==> config.mk <==
export PLATFORM = sky130hd
export DESIGN_NAME = multdiv_issue_ctrl
export DESIGN_NICKNAME = d
export VERILOG_FILES = /design/src/rtl/multdiv_issue_ctrl_pkg.sv /design/src/rtl/md_timeout_counter.sv /design/src/rtl/multdiv_issue_ctrl.sv
export SDC_FILE = /design/constraint.sdc
export NUM_CORES = 1
export LEC_CHECK = 0
export BUFFER_PORTS_ARGS = -buffer_cell sky130_fd_sc_hd__buf_2
export CORE_MARGIN = 1
export CORE_UTILIZATION = 30
export DETAILED_ROUTE_END_ITERATION = 10
export SYNTH_ARGS = -nofsm -noshare
export SYNTH_HDL_FRONTEND = slang
export SYNTH_SLANG_ARGS = --single-unit
export TNS_END_PERCENT = 30
==> constraint.sdc <==
create_clock -name clock -period 2 [get_ports clock]
set_clock_uncertainty 0.2 [all_clocks]
set_input_delay 0.1 -clock clock [delete_from_list [all_inputs] [get_ports clock]]
set_output_delay 0.1 -clock clock [all_outputs]
set_load 0.02 [all_outputs]
==> src/rtl/multdiv_issue_ctrl_pkg.sv <==
// multdiv_issue_ctrl_pkg: shared FSM encodings, exception codes and $rstatus index
package multdiv_issue_ctrl_pkg;
  typedef enum logic [1:0] {IDLE = 2'd0, BUSY = 2'd1, DONE = 2'd2} md_state_e;
  localparam int TIMEOUT_CYC_DEF = 64;
  localparam logic [4:0] RSTATUS_REG = 5'd30;
  localparam logic [31:0] MULT_EXC_CODE = 32'd4;
  localparam logic [31:0] DIV_EXC_CODE = 32'd5;
endpackage

==> src/rtl/md_timeout_counter.sv <==
// md_timeout_counter: saturating BUSY-cycle timer flagging expiry at TIMEOUT_CYC-1
module md_timeout_counter #(
  parameter int TIMEOUT_CYC = 64
) (
  input  logic clock,
  input  logic reset,
  input  logic clear,
  input  logic enable,
  output logic expired
);
  localparam int W = $clog2(TIMEOUT_CYC) + 1;
  logic [W-1:0] count;
  always_ff @(posedge clock) begin
    if (!reset || clear) count <= '0;
    else if (enable && count != '1) count <= count + 1'b1;
  end
  always_comb expired = count == W'(TIMEOUT_CYC - 1);
endmodule

==> src/rtl/multdiv_issue_ctrl.sv <==
// multdiv_issue_ctrl: issues mult/div start pulses, stalls until ready/timeout, presents writeback
module multdiv_issue_ctrl
  import multdiv_issue_ctrl_pkg::*;
#(
  parameter int TIMEOUT_CYC = TIMEOUT_CYC_DEF
) (
  input  logic        clock,
  input  logic        reset,
  input  logic        ctrl_Mult_in,
  input  logic        ctrl_Div_in,
  input  logic [4:0]  x_rd,
  input  logic [31:0] x_operandA,
  input  logic [31:0] x_operandB,
  output logic        md_ctrl_Mult,
  output logic        md_ctrl_Div,
  output logic [31:0] md_operandA,
  output logic [31:0] md_operandB,
  input  logic [31:0] md_result,
  input  logic        md_exception,
  input  logic        md_resultRDY,
  output logic        stall,
  output logic        wb_valid,
  output logic [4:0]  wb_rd,
  output logic [31:0] wb_data
);
  md_state_e state, state_nxt;
  logic req, issue, finish, expired, exc, op_div;
  logic [4:0] rd_q;
  md_timeout_counter #(.TIMEOUT_CYC(TIMEOUT_CYC)) u_timer (
    .clock(clock),
    .reset(reset),
    .clear(issue),
    .enable(state == BUSY),
    .expired(expired)
  );
  always_comb begin
    req = ctrl_Mult_in | ctrl_Div_in;
    issue = state == IDLE && req;
    finish = state == BUSY && (md_resultRDY || expired);
    exc = md_resultRDY ? md_exception : 1'b1;
    stall = issue || state == BUSY;
    state_nxt = issue ? BUSY : finish ? DONE : state == DONE ? IDLE : state;
  end
  always_ff @(posedge clock) begin
    if (!reset) state <= IDLE;
    else state <= state_nxt;
  end
  always_ff @(posedge clock) begin
    if (!reset) begin
      md_ctrl_Mult <= 1'b0;
      md_ctrl_Div <= 1'b0;
      md_operandA <= '0;
      md_operandB <= '0;
      op_div <= 1'b0;
      rd_q <= '0;
      wb_valid <= 1'b0;
      wb_rd <= '0;
      wb_data <= '0;
    end else begin
      md_ctrl_Mult <= issue && ctrl_Mult_in;
      md_ctrl_Div <= issue && !ctrl_Mult_in;
      if (issue) begin
        op_div <= !ctrl_Mult_in;
        rd_q <= x_rd;
        md_operandA <= x_operandA;
        md_operandB <= x_operandB;
      end
      wb_valid <= finish && (exc || rd_q != 5'd0);
      wb_rd <= !finish ? 5'd0 : exc ? RSTATUS_REG : rd_q;
      wb_data <= !finish ? 32'd0 : !exc ? md_result : op_div ? DIV_EXC_CODE : MULT_EXC_CODE;
    end
  end
endmodule

# Word level (Yosys, flattened, before mapping)
# Cells that the tools add are included.
# word_totals
register_bits	119
inputBits	107
out_inout_bits	105
elab_cells	47
# op_classes
add_sub_neg	1
n_eq_ne	4
muxes	7
bitwise	3
reduce_logical	19
# ops
op	count
$mux W32	1
$add A7 B1 Y7 const B	1
$eq A7 B6 Y1 const B	1
$ne A7 B7 Y1 const B	1
$logic_and A1 B1 Y1	6
$mux W5	1
$reduce_bool A5 Y1	1
$logic_or A1 B1 Y1	4
$mux W2	2
$mux W1	3
$reduce_bool A3 Y1	1
$reduce_or A3 Y1	1
$eq A2 B1 Y1 const B	1
$eq A2 B2 Y1 const B	1
$logic_not A1 Y1	2
$logic_not A2 Y1	1
$not A1 Y1	2
$reduce_and A2 Y1	1
$reduce_bool A2 Y1	1
$reduce_or A2 Y1	1
$or A1 B1 Y1	1

# Logic depth before layout (Yosys ltp)
# Gate-level depths: netlist of run 1.
# logic_depth
word_depth	5
depth_mapped	6
ltp_nobuf	4

# By module
# A second synthesis of run 1 with hierarchy kept.
# unflattened
hier_cells	448
hier_area_um2	4438.0
# by_module_without_submodules
mod	instances	cells_per_inst	area_per_inst_um2
multdiv_issue_ctrl	1	408	4067.7
md_timeout_counter	1	40	370.4

# Worst setup path before layout of run 1
# OpenSTA, ideal clock, no wires.
# synth_timing
path_kind	reg-to-reg
from	register u_timer.count[0]
to	register u_timer.count[4]
setup_time_ns	0.072
arrival_time_ns	1.443
required_time_ns	1.728
slack_ns	0.285
path_stages_with_launch	6
path_buffers	1
synth_period_minus_slack_ns	1.715
cell_sequence	dfxtp_1 -> ha_1 -> and4_1 -> buf_2 -> a2111oi_4 -> mux2i_1
# synth_via
elab_chain_cells	2
# synth_lines
item	line_no	rtl
from (decl)	md_timeout_counter.sv:12	logic [W-1:0] count;
from (signal assigned)	md_timeout_counter.sv:15	else if (enable && count != '1) count <= count + 1'b1;
branches (longest 2 deep; another with $add A7 B1 Y7)	-	
# Parallel ways; which one is timed is not known.
# A chain may end at the register's enable or synchronous reset.

# Final worst setup path of run 1
# layout_timing
from	register u_timer.count[0]
to	register state[0]
# layout_via
elab_chain_cells	5
# layout_lines
item	line_no	rtl
$eq A7 B6 Y1 *	md_timeout_counter.sv:17	always_comb expired = count == W'(TIMEOUT_CYC - 1);
$logic_or A1 B1 Y1 *	multdiv_issue_ctrl.sv:39	finish = state == BUSY && (md_resultRDY || expired);
$logic_and A1 B1 Y1 *	multdiv_issue_ctrl.sv:39	
$mux W2	multdiv_issue_ctrl.sv:42	state_nxt = issue ? BUSY : finish ? DONE : state == DONE ? IDLE : state;
$mux W1	multdiv_issue_ctrl.sv:42	
to (signal assigned)	multdiv_issue_ctrl.sv:46	else state <= state_nxt;
to (decl)	multdiv_issue_ctrl.sv:26	md_state_e state, state_nxt;
# Every way passes the cells marked *; elsewhere a longest branch is shown, timed or not.

==> results.py, run 1 <==
metrics = {
    "run_status": {
        "violations": "DRC",
        "outcome": "complete, but fails checks",
    },
    "global_routing": {
        "met2_usage_pct": 33.1,
        "grt_usage_pct": 18.8,
        "grt_util_met1_pct": 20.7,
        "grt_max_degree": 93,
        "grt_pass1_vias": 4711,
        "grt_pass1_wl_um": 23100,
        "grt-busiest-layer": "met2",
        "gr-usage-met3_pct": 5.54,
        "antenna_found_initial": 0,
        "gr-total-overflow": 0,
    },
    "final_layout": {
        "final_nets": 888,
        "instances_no_fill": 977,
        "antenna_cells": 0,
        "multiInputGateArea_mm2": 0.00191,
        "syn_to_final_growth_pct": 63.0,
        "final_core_util_pct": 50.4,
        "seq_area_mm2": 0.00238,
        "final.fill_count": 1322,
        "drive_gt1_share_pct": 33.2,
    },
    "clocking": {
        "ctsHtreeMaxLevel": 4,
        "numCtsBuffers": 17,
        "cts-root-buf": "clkbuf_16",
        "clk_latency_ns": 0.42,
        "post_cts_buffers": 0,
        "cts.clk_slew.worst_paths_ns": 0.05,
        "cts.repair.resized": 0,
        "cts_buffer_depth": 2,
        "cts.sinks": 119,
        "tritoncts": "done",
    },
    "setup_path": {
        "critPathKind": "flip-flop to flip-flop",
        "r2r_cells": 4,
        "critPathLaunchType": "flip-flop",
        "worst_setup_path_end_kind": "flip-flop",
        "worst_ep_arrival_time_ns": 1.94,
        "r2r_start": "u_timer.count[0]$_SDFFE_PP0P_",
        "rrSetupSlack_ns": 0.16,
        "cp.required_ns": 2.10,
        "crit-reg2reg-capture": "state[0]$_SDFFE_PN0P_",
        "worst-path-max-fanout": 8,
    },
    "timing": {
        "setup_ws_ns": 0.159,
        "grt_setup_unrepaired": "no",
        "setup_violations": 0,
        "relSlewSlack_pct": 68.6,
        "maxSlewViolCount": 0,
        "period_minus_slack_ns": 1.84,
        "setup-tns-final_ns": 0,
        "tightest_slew_ns": 0.471,
        "max_freq_mhz": 543,
        "hold_violations": 0,
        "min_period_over_period_pct": 92.1,
    },
    "placed_design": {
        "globalplace.congestion": 0.799,
        "post-dp-hpwl_um": 8280,
        "placed_cells": 838,
        "place_ws_ns": 0.166,
        "portBuffers": 211,
    },
    "min_path": {
        "hold_path_end": "wb_data[14]$_SDFF_PP0_",
        "hold_path.class": "input pin to flip-flop",
        "holdPathStages": 3,
        "min_from": "md_result[14]",
    },
    "routing": {
        "drtAntennaViolNets": 0,
        "routed-via-count": 4679,
        "wl_per_cell_um": 14.7,
        "via_per_inst": 4.79,
        "first_pass_iters": 8,
        "drt_iter0_drc": 264,
        "drc_errors": 44,
        "wl_um": 14400,
    },
    "power": {
        "powerDensity_mw_per_mm2": 890,
        "power_leakage_nw": 3.26,
        "irDropWorstVdd_v": 0.000701,
    },
    "synth": {
        "netlist_instances": 479,
        "seq_area_frac_synth_pct": 52.7,
        "postSynthRegisterBits": 119,
        "synth_area_mm2": 0.00452,
        "synthDistinctLibCells": 38,
        "synth_nets": 587,
        "yosysWarningCount": 0,
        "syn_area_per_cell_um2": 9.44,
    },
    "floorplan": {
        "core-area_mm2": 0.0146,
        "die_w_um": 125,
        "die_h_um": 125,
        "initial_core_util_pct": 30.9,
        "io_pins": 212,
        "dieArea_mm2": 0.0156,
        "row_count": 44,
    },
    "flow_run": {
        "maxCapViolCount": 0,
    },
}
cell usage after synthesis, drive strengths merged:
| cell | count | share of area [%] |
|---|---|---|
| dfxtp | 119 | 53 |
| o21ai | 78 | 8.6 |
| a21oi | 72 | 8.0 |
| nand3b | 70 | 12 |
| clkbuf | 39 | 3.5 |
| and2 | 31 | 4.3 |
| inv | 10 | 0.83 |
| o211ai | 10 | 1.7 |
| nor2 | 9 | 0.86 |
| buf | 7 | 0.94 |
| mux2i | 5 | 1.1 |
| a211oi | 4 | 0.66 |
| nand2 | 3 | 0.25 |
| a31oi | 2 | 0.61 |
| and3b | 2 | 0.39 |
| and4 | 2 | 0.41 |
| nand2b | 2 | 0.28 |
| nor4 | 2 | 0.41 |
| or4 | 2 | 0.33 |
| a2111oi | 1 | 0.61 |
| and3 | 1 | 0.14 |
| ha | 1 | 0.28 |
| nand4 | 1 | 0.14 |
| nand4b | 1 | 0.19 |
| nor3 | 1 | 0.22 |
| o211a | 1 | 0.22 |
| o311a | 1 | 0.22 |
| o31ai | 1 | 0.17 |
| or2 | 1 | 0.14 |
metrics by stage:
| stage | total power, mW | hold slack, ns | instance area, µm² |
|---|---|---|---|
| finish | 6.57 | 0.223 | 7370 |
| global route | 6.87 | 0.213 | 7370 |
| detailed placement | 3.47 | 0.103 | 5720 |
| global placement | 3.45 | 0.104 | 5720 |
| CTS | 6.63 | 0.202 | 7370 |
| floorplan | 3.14 | -0.0290 | 4520 |
state kept, by name, summed over array words and instances, names as in the netlist:
name           count
state              2
wb_data           32
md_operandB       32
rd_q               5
u_timer.count      7
md_ctrl_Mult       1
op_div             1
md_operandA       32
wb_rd              5
wb_valid           1
md_ctrl_Div        1
placed cells by master, fill, tap and decap left out, drive strengths merged:
| master | instances |
|---|---|
| o21ai | 78 |
| a211oi | 4 |
| a2111oi | 1 |
| mux2i | 5 |
| or4 | 2 |
| o311a | 1 |
| and2 | 31 |
| inv | 10 |
| nor3 | 1 |
| nand3b | 70 |
| o211ai | 10 |
| nand2 | 3 |
| nand4 | 1 |
| nor2 | 9 |
| or2 | 1 |
| and3 | 1 |
| clkinvlp | 4 |
| a21oi | 72 |
| clkinv | 6 |
| buf | 221 |
| and4 | 2 |
| dlygate4sd3 | 107 |
| and3b | 2 |
| ha | 1 |
| o211a | 1 |
| a31oi | 2 |
| o31ai | 1 |
| nand4b | 1 |
| dfxtp | 119 |
| nor4 | 2 |
| bufinv | 2 |
| nand2b | 2 |
| clkbuf | 20 |
power breakdown:
part	switching (mW)	leakage, nW	internal, mW
registers	0.0636	0.974	2.51
clock network	1.08	0.278	1.89
logic	0.567	2.01	0.457
total	1.71	3.26	4.86
how the worst max path moves through the flow:
stage	from	to	slack [ns]	depth (start not counted)
3_3_place_gp	u_timer.count[0]$_SDFFE_PP0P_	state[0]$_SDFFE_PN0P_	0.23	4
5_1_grt	u_timer.count[0]$_SDFFE_PP0P_	state[0]$_SDFFE_PN0P_	0.08	4
2_1_floorplan	u_timer.count[0]$_SDFFE_PP0P_	u_timer.count[4]$_SDFFE_PP0P_	0.29	5
3_5_place_dp	u_timer.count[0]$_SDFFE_PP0P_	state[0]$_SDFFE_PN0P_	0.17	4
4_1_cts	ctrl_Mult_in	stall	0.15	6
6_report	u_timer.count[0]$_SDFFE_PP0P_	state[0]$_SDFFE_PN0P_	0.16	4
per-layer routing:
metal / wire length [µm] / share of wire [%] / up-vias
met5: 0 / 0 / -
met4: 292 / 2.0 / 0
met3: 965 / 6.7 / 26
met2: 7190 / 50 / 189
met1: 5960 / 41 / 2171
li1: - / - / 2293
critical path, stage by stage (launching register included):
cell     delay (ns)
dfxtp_1        0.38
ha_1           0.25
and4_1         0.42
a31oi_4        0.18
o311a_1        0.30
area by class of cell:
class                      instances  share of cell area (%)
sequential                       119                    32.3
inverter                          10                   0.509
clock buffer                      20                    6.19
timing repair buffer             328                    30.2
tap                              184                    3.12
multi-input combinational        304                    25.9
clock inverter                    12                    1.73
timing repair:
action / CTS / global route
hold buffers: 107 / 0
setup endpoints to repair: 0 / 0
hold endpoints to repair: 118 / 0
cell families after synthesis:
group                    share of synthesized area (%)
buffers and inverters                             5.26
AND/OR/NAND/NOR                                   19.9
multiplexers                                      1.11
adder cells (fa/ha/maj)                          0.277
flip-flops                                        52.7
AO/OA/AOI/OAI                                     20.7
Note: power is estimated with default switching activity, not from simulation.
==> inputs of run 2 (changes only) <==
--- a/constraint.sdc
+++ b/constraint.sdc
@@ -4,2 +4,2 @@
 set_output_delay 0.1 -clock clock [all_outputs]
-set_load 0.02 [all_outputs]
+set_load 0.005 [all_outputs]
==> run 2 against run 1 <==
The run still ends with DRC left. Register-to-register slack hardly changed. Total power is 0.82% lower. First-iteration DRC count is 5.7% higher. Sequential share of layout area is 0.060 points lower. Global-route usage is 0.37 points lower. Routed wire length is 1.3% lower. Hold slack worse by 0.0051 ns. Maximum frequency is 1.1% lower. Die area stayed put. Flip-flop and latch count stayed put. Final area is 0.19% higher. Clock power is 3% higher. Critical endpoint is now stall.
==> results.py, run 2 (synthesized netlist as in run 1, its figures left out) <==
metrics = {
    "run_status": {
        "outcome": "complete, but fails checks",
        "violations": "DRC",
    },
    "setup_path": {
        "worst_setup_path_end_kind": "primary output",
        "r2r_cells": 4,
        "crit_end": "stall",
        "crit_chain": "dlygate4sd3_1, buf_2, nor2_4, buf_12, a21oi_1, buf_2",
        "crit_top_cell": "buf_2",
        "cp.required_ns": 1.70,
        "critPathKind": "input pin to primary output",
        "cpPeakStageDelay_ns": 0.55,
        "rrSetupSlack_ns": 0.16,
        "crit-reg2reg-capture": "state[0]$_SDFFE_PN0P_",
        "r2r_start": "u_timer.count[0]$_SDFFE_PP0P_",
        "worst_ep_arrival_time_ns": 1.56,
        "worst-path-max-fanout": 92,
        "critPathLaunchType": "input pin",
        "slowest_stage": "dlygate4sd3_1",
        "crit_start": "ctrl_Mult_in",
    },
    "timing": {
        "tightest_slew_ns": 0.485,
        "period_minus_slack_ns": 1.86,
        "grt_setup_unrepaired": "no",
        "min_period_over_period_pct": 93.1,
        "max_freq_mhz": 537,
        "maxSlewViolCount": 0,
        "setup-tns-final_ns": 0,
        "holdWs_ns": 0.218,
        "relSlewSlack_pct": 67.7,
        "hold_violations": 0,
        "setup_ws_ns": 0.137,
        "setup_violations": 0,
    },
    "routing": {
        "wl_per_cell_um": 14.6,
        "wl_met1_um": 6140,
        "via_per_inst": 4.83,
        "drtAntennaViolNets": 0,
        "routed-via-count": 4717,
        "first_pass_iters": 8,
        "wl_um": 14200,
        "routed.top_layer": "met4",
        "wl_met3_um": 941,
        "wl_met2_um": 6860,
        "drc_errors": 44,
        "drt_iter0_drc": 279,
    },
    "placed_design": {
        "portBuffers": 211,
        "placed_cells": 838,
        "post-dp-hpwl_um": 8320,
        "globalplace.congestion": 0.776,
        "place_area_mm2": 0.00572,
        "place_ws_ns": 0.167,
    },
    "floorplan": {
        "dieArea_mm2": 0.0156,
        "core-area_mm2": 0.0146,
        "row_count": 44,
        "initial_core_util_pct": 30.9,
        "die_w_um": 125,
        "die_h_um": 125,
        "io_pins": 212,
    },
    "final_layout": {
        "design_area_mm2": 0.00739,
        "antenna_cells": 0,
        "layout_common_cells": "buf_2, dfxtp_1, dlygate4sd3_1",
        "drive_gt1_share_pct": 33.3,
        "instances_no_fill": 977,
        "final_core_util_pct": 50.5,
        "final_common_cell": "buf_2",
        "reg.largest.list": "md_operandA x32, md_operandB x32, wb_data x32",
        "syn_to_final_growth_pct": 63.3,
        "final_nets": 888,
    },
    "power": {
        "irDropWorstVdd_v": 0.000516,
        "power_mw": 6.51,
        "power_frac_seq_pct": 39.5,
        "power.clock.fraction_pct": 46.9,
        "power_leakage_nw": 3.27,
        "internal-power_mw": 4.87,
        "powerDensity_mw_per_mm2": 881,
        "netSwitchingFraction_pct": 25.2,
        "p_sw_mw": 1.64,
        "power_frac_comb_pct": 13.6,
    },
    "global_routing": {
        "grt_pass1_vias": 4669,
        "gr-total-overflow": 0,
        "antenna_found_initial": 0,
        "grt_max_degree": 93,
        "grt_pass1_wl_um": 22600,
        "grt_usage_pct": 18.4,
    },
    "clocking": {
        "cts.clk_slew.worst_paths_ns": 0.06,
        "numCtsBuffers": 17,
        "cts.sinks": 119,
        "cts-root-buf": "clkbuf_16",
        "post_cts_buffers": 0,
        "ctsHtreeMaxLevel": 4,
        "tritoncts": "done",
        "cts_buffer_depth": 2,
        "clk_latency_ns": 0.42,
    },
    "flow_run": {
        "maxCapViolCount": 0,
    },
    "min_path": {
        "hold_path.class": "input pin to flip-flop",
    },
}
-- run 2: cell count changes in the layout (fill, tap and decap cells not counted) --
cell	delta
inv_6	+4
clkinv_2	-2
clkinvlp_4	-1
clkbuf_1	-1
-- run 2: what timing repair did --
item | 4_1_cts | 5_1_grt
gates resized for setup | 0 | 0
endpoints found under the hold margin | 118 | 0
hold buffers | 107 | 0
-- run 2: worst min-delay path by stage --
stage,slack [ns],startpoint,cells past startpoint,endpoint
floorplan,-0.03,ctrl_Mult_in,1,md_ctrl_Div$_SDFF_PN0_
CTS,0.19,md_result[22],3,wb_data[22]$_SDFF_PP0_
finish,0.22,md_result[22],3,wb_data[22]$_SDFF_PP0_
detailed placement,0.10,md_result[4],2,wb_data[4]$_SDFF_PP0_
global placement,0.10,md_result[22],2,wb_data[22]$_SDFF_PP0_
global route,0.22,md_result[30],3,wb_data[30]$_SDFF_PP0_
-- run 2: power groups by stage --
stage               registers, mW  logic [mW]  clock network, mW
CTS                          2.57       0.879               3.14
global route                 2.59       0.972               3.25
detailed placement           2.62       0.714                  0
floorplan                    2.63       0.370                  0
finish                       2.57       0.884               3.06
global placement             2.61       0.695                  0
-- run 2: metal layers --
layer,vias up,GRT usage [%]
li1,2292,-
met1,2219,20.9
met2,186,31.4
met3,20,5.50
met4,0,8.93
met5,-,0
-- run 2: cell type report --
cell class | instances | area (µm²)
fill | 1294 | 7260
sequential | 119 | 2380
timing repair buffer | 328 | 2230
multi-input combinational | 304 | 1910
clock buffer | 19 | 453
tap | 184 | 230
clock inverter | 13 | 145
inverter | 10 | 37.5
-- run 2: critical path: cells and delay by family --
family / cells / cell delay (ns)
buf+inv: 4 / 1.15
compound gates: 1 / 0.15
simple gates: 1 / 0.14
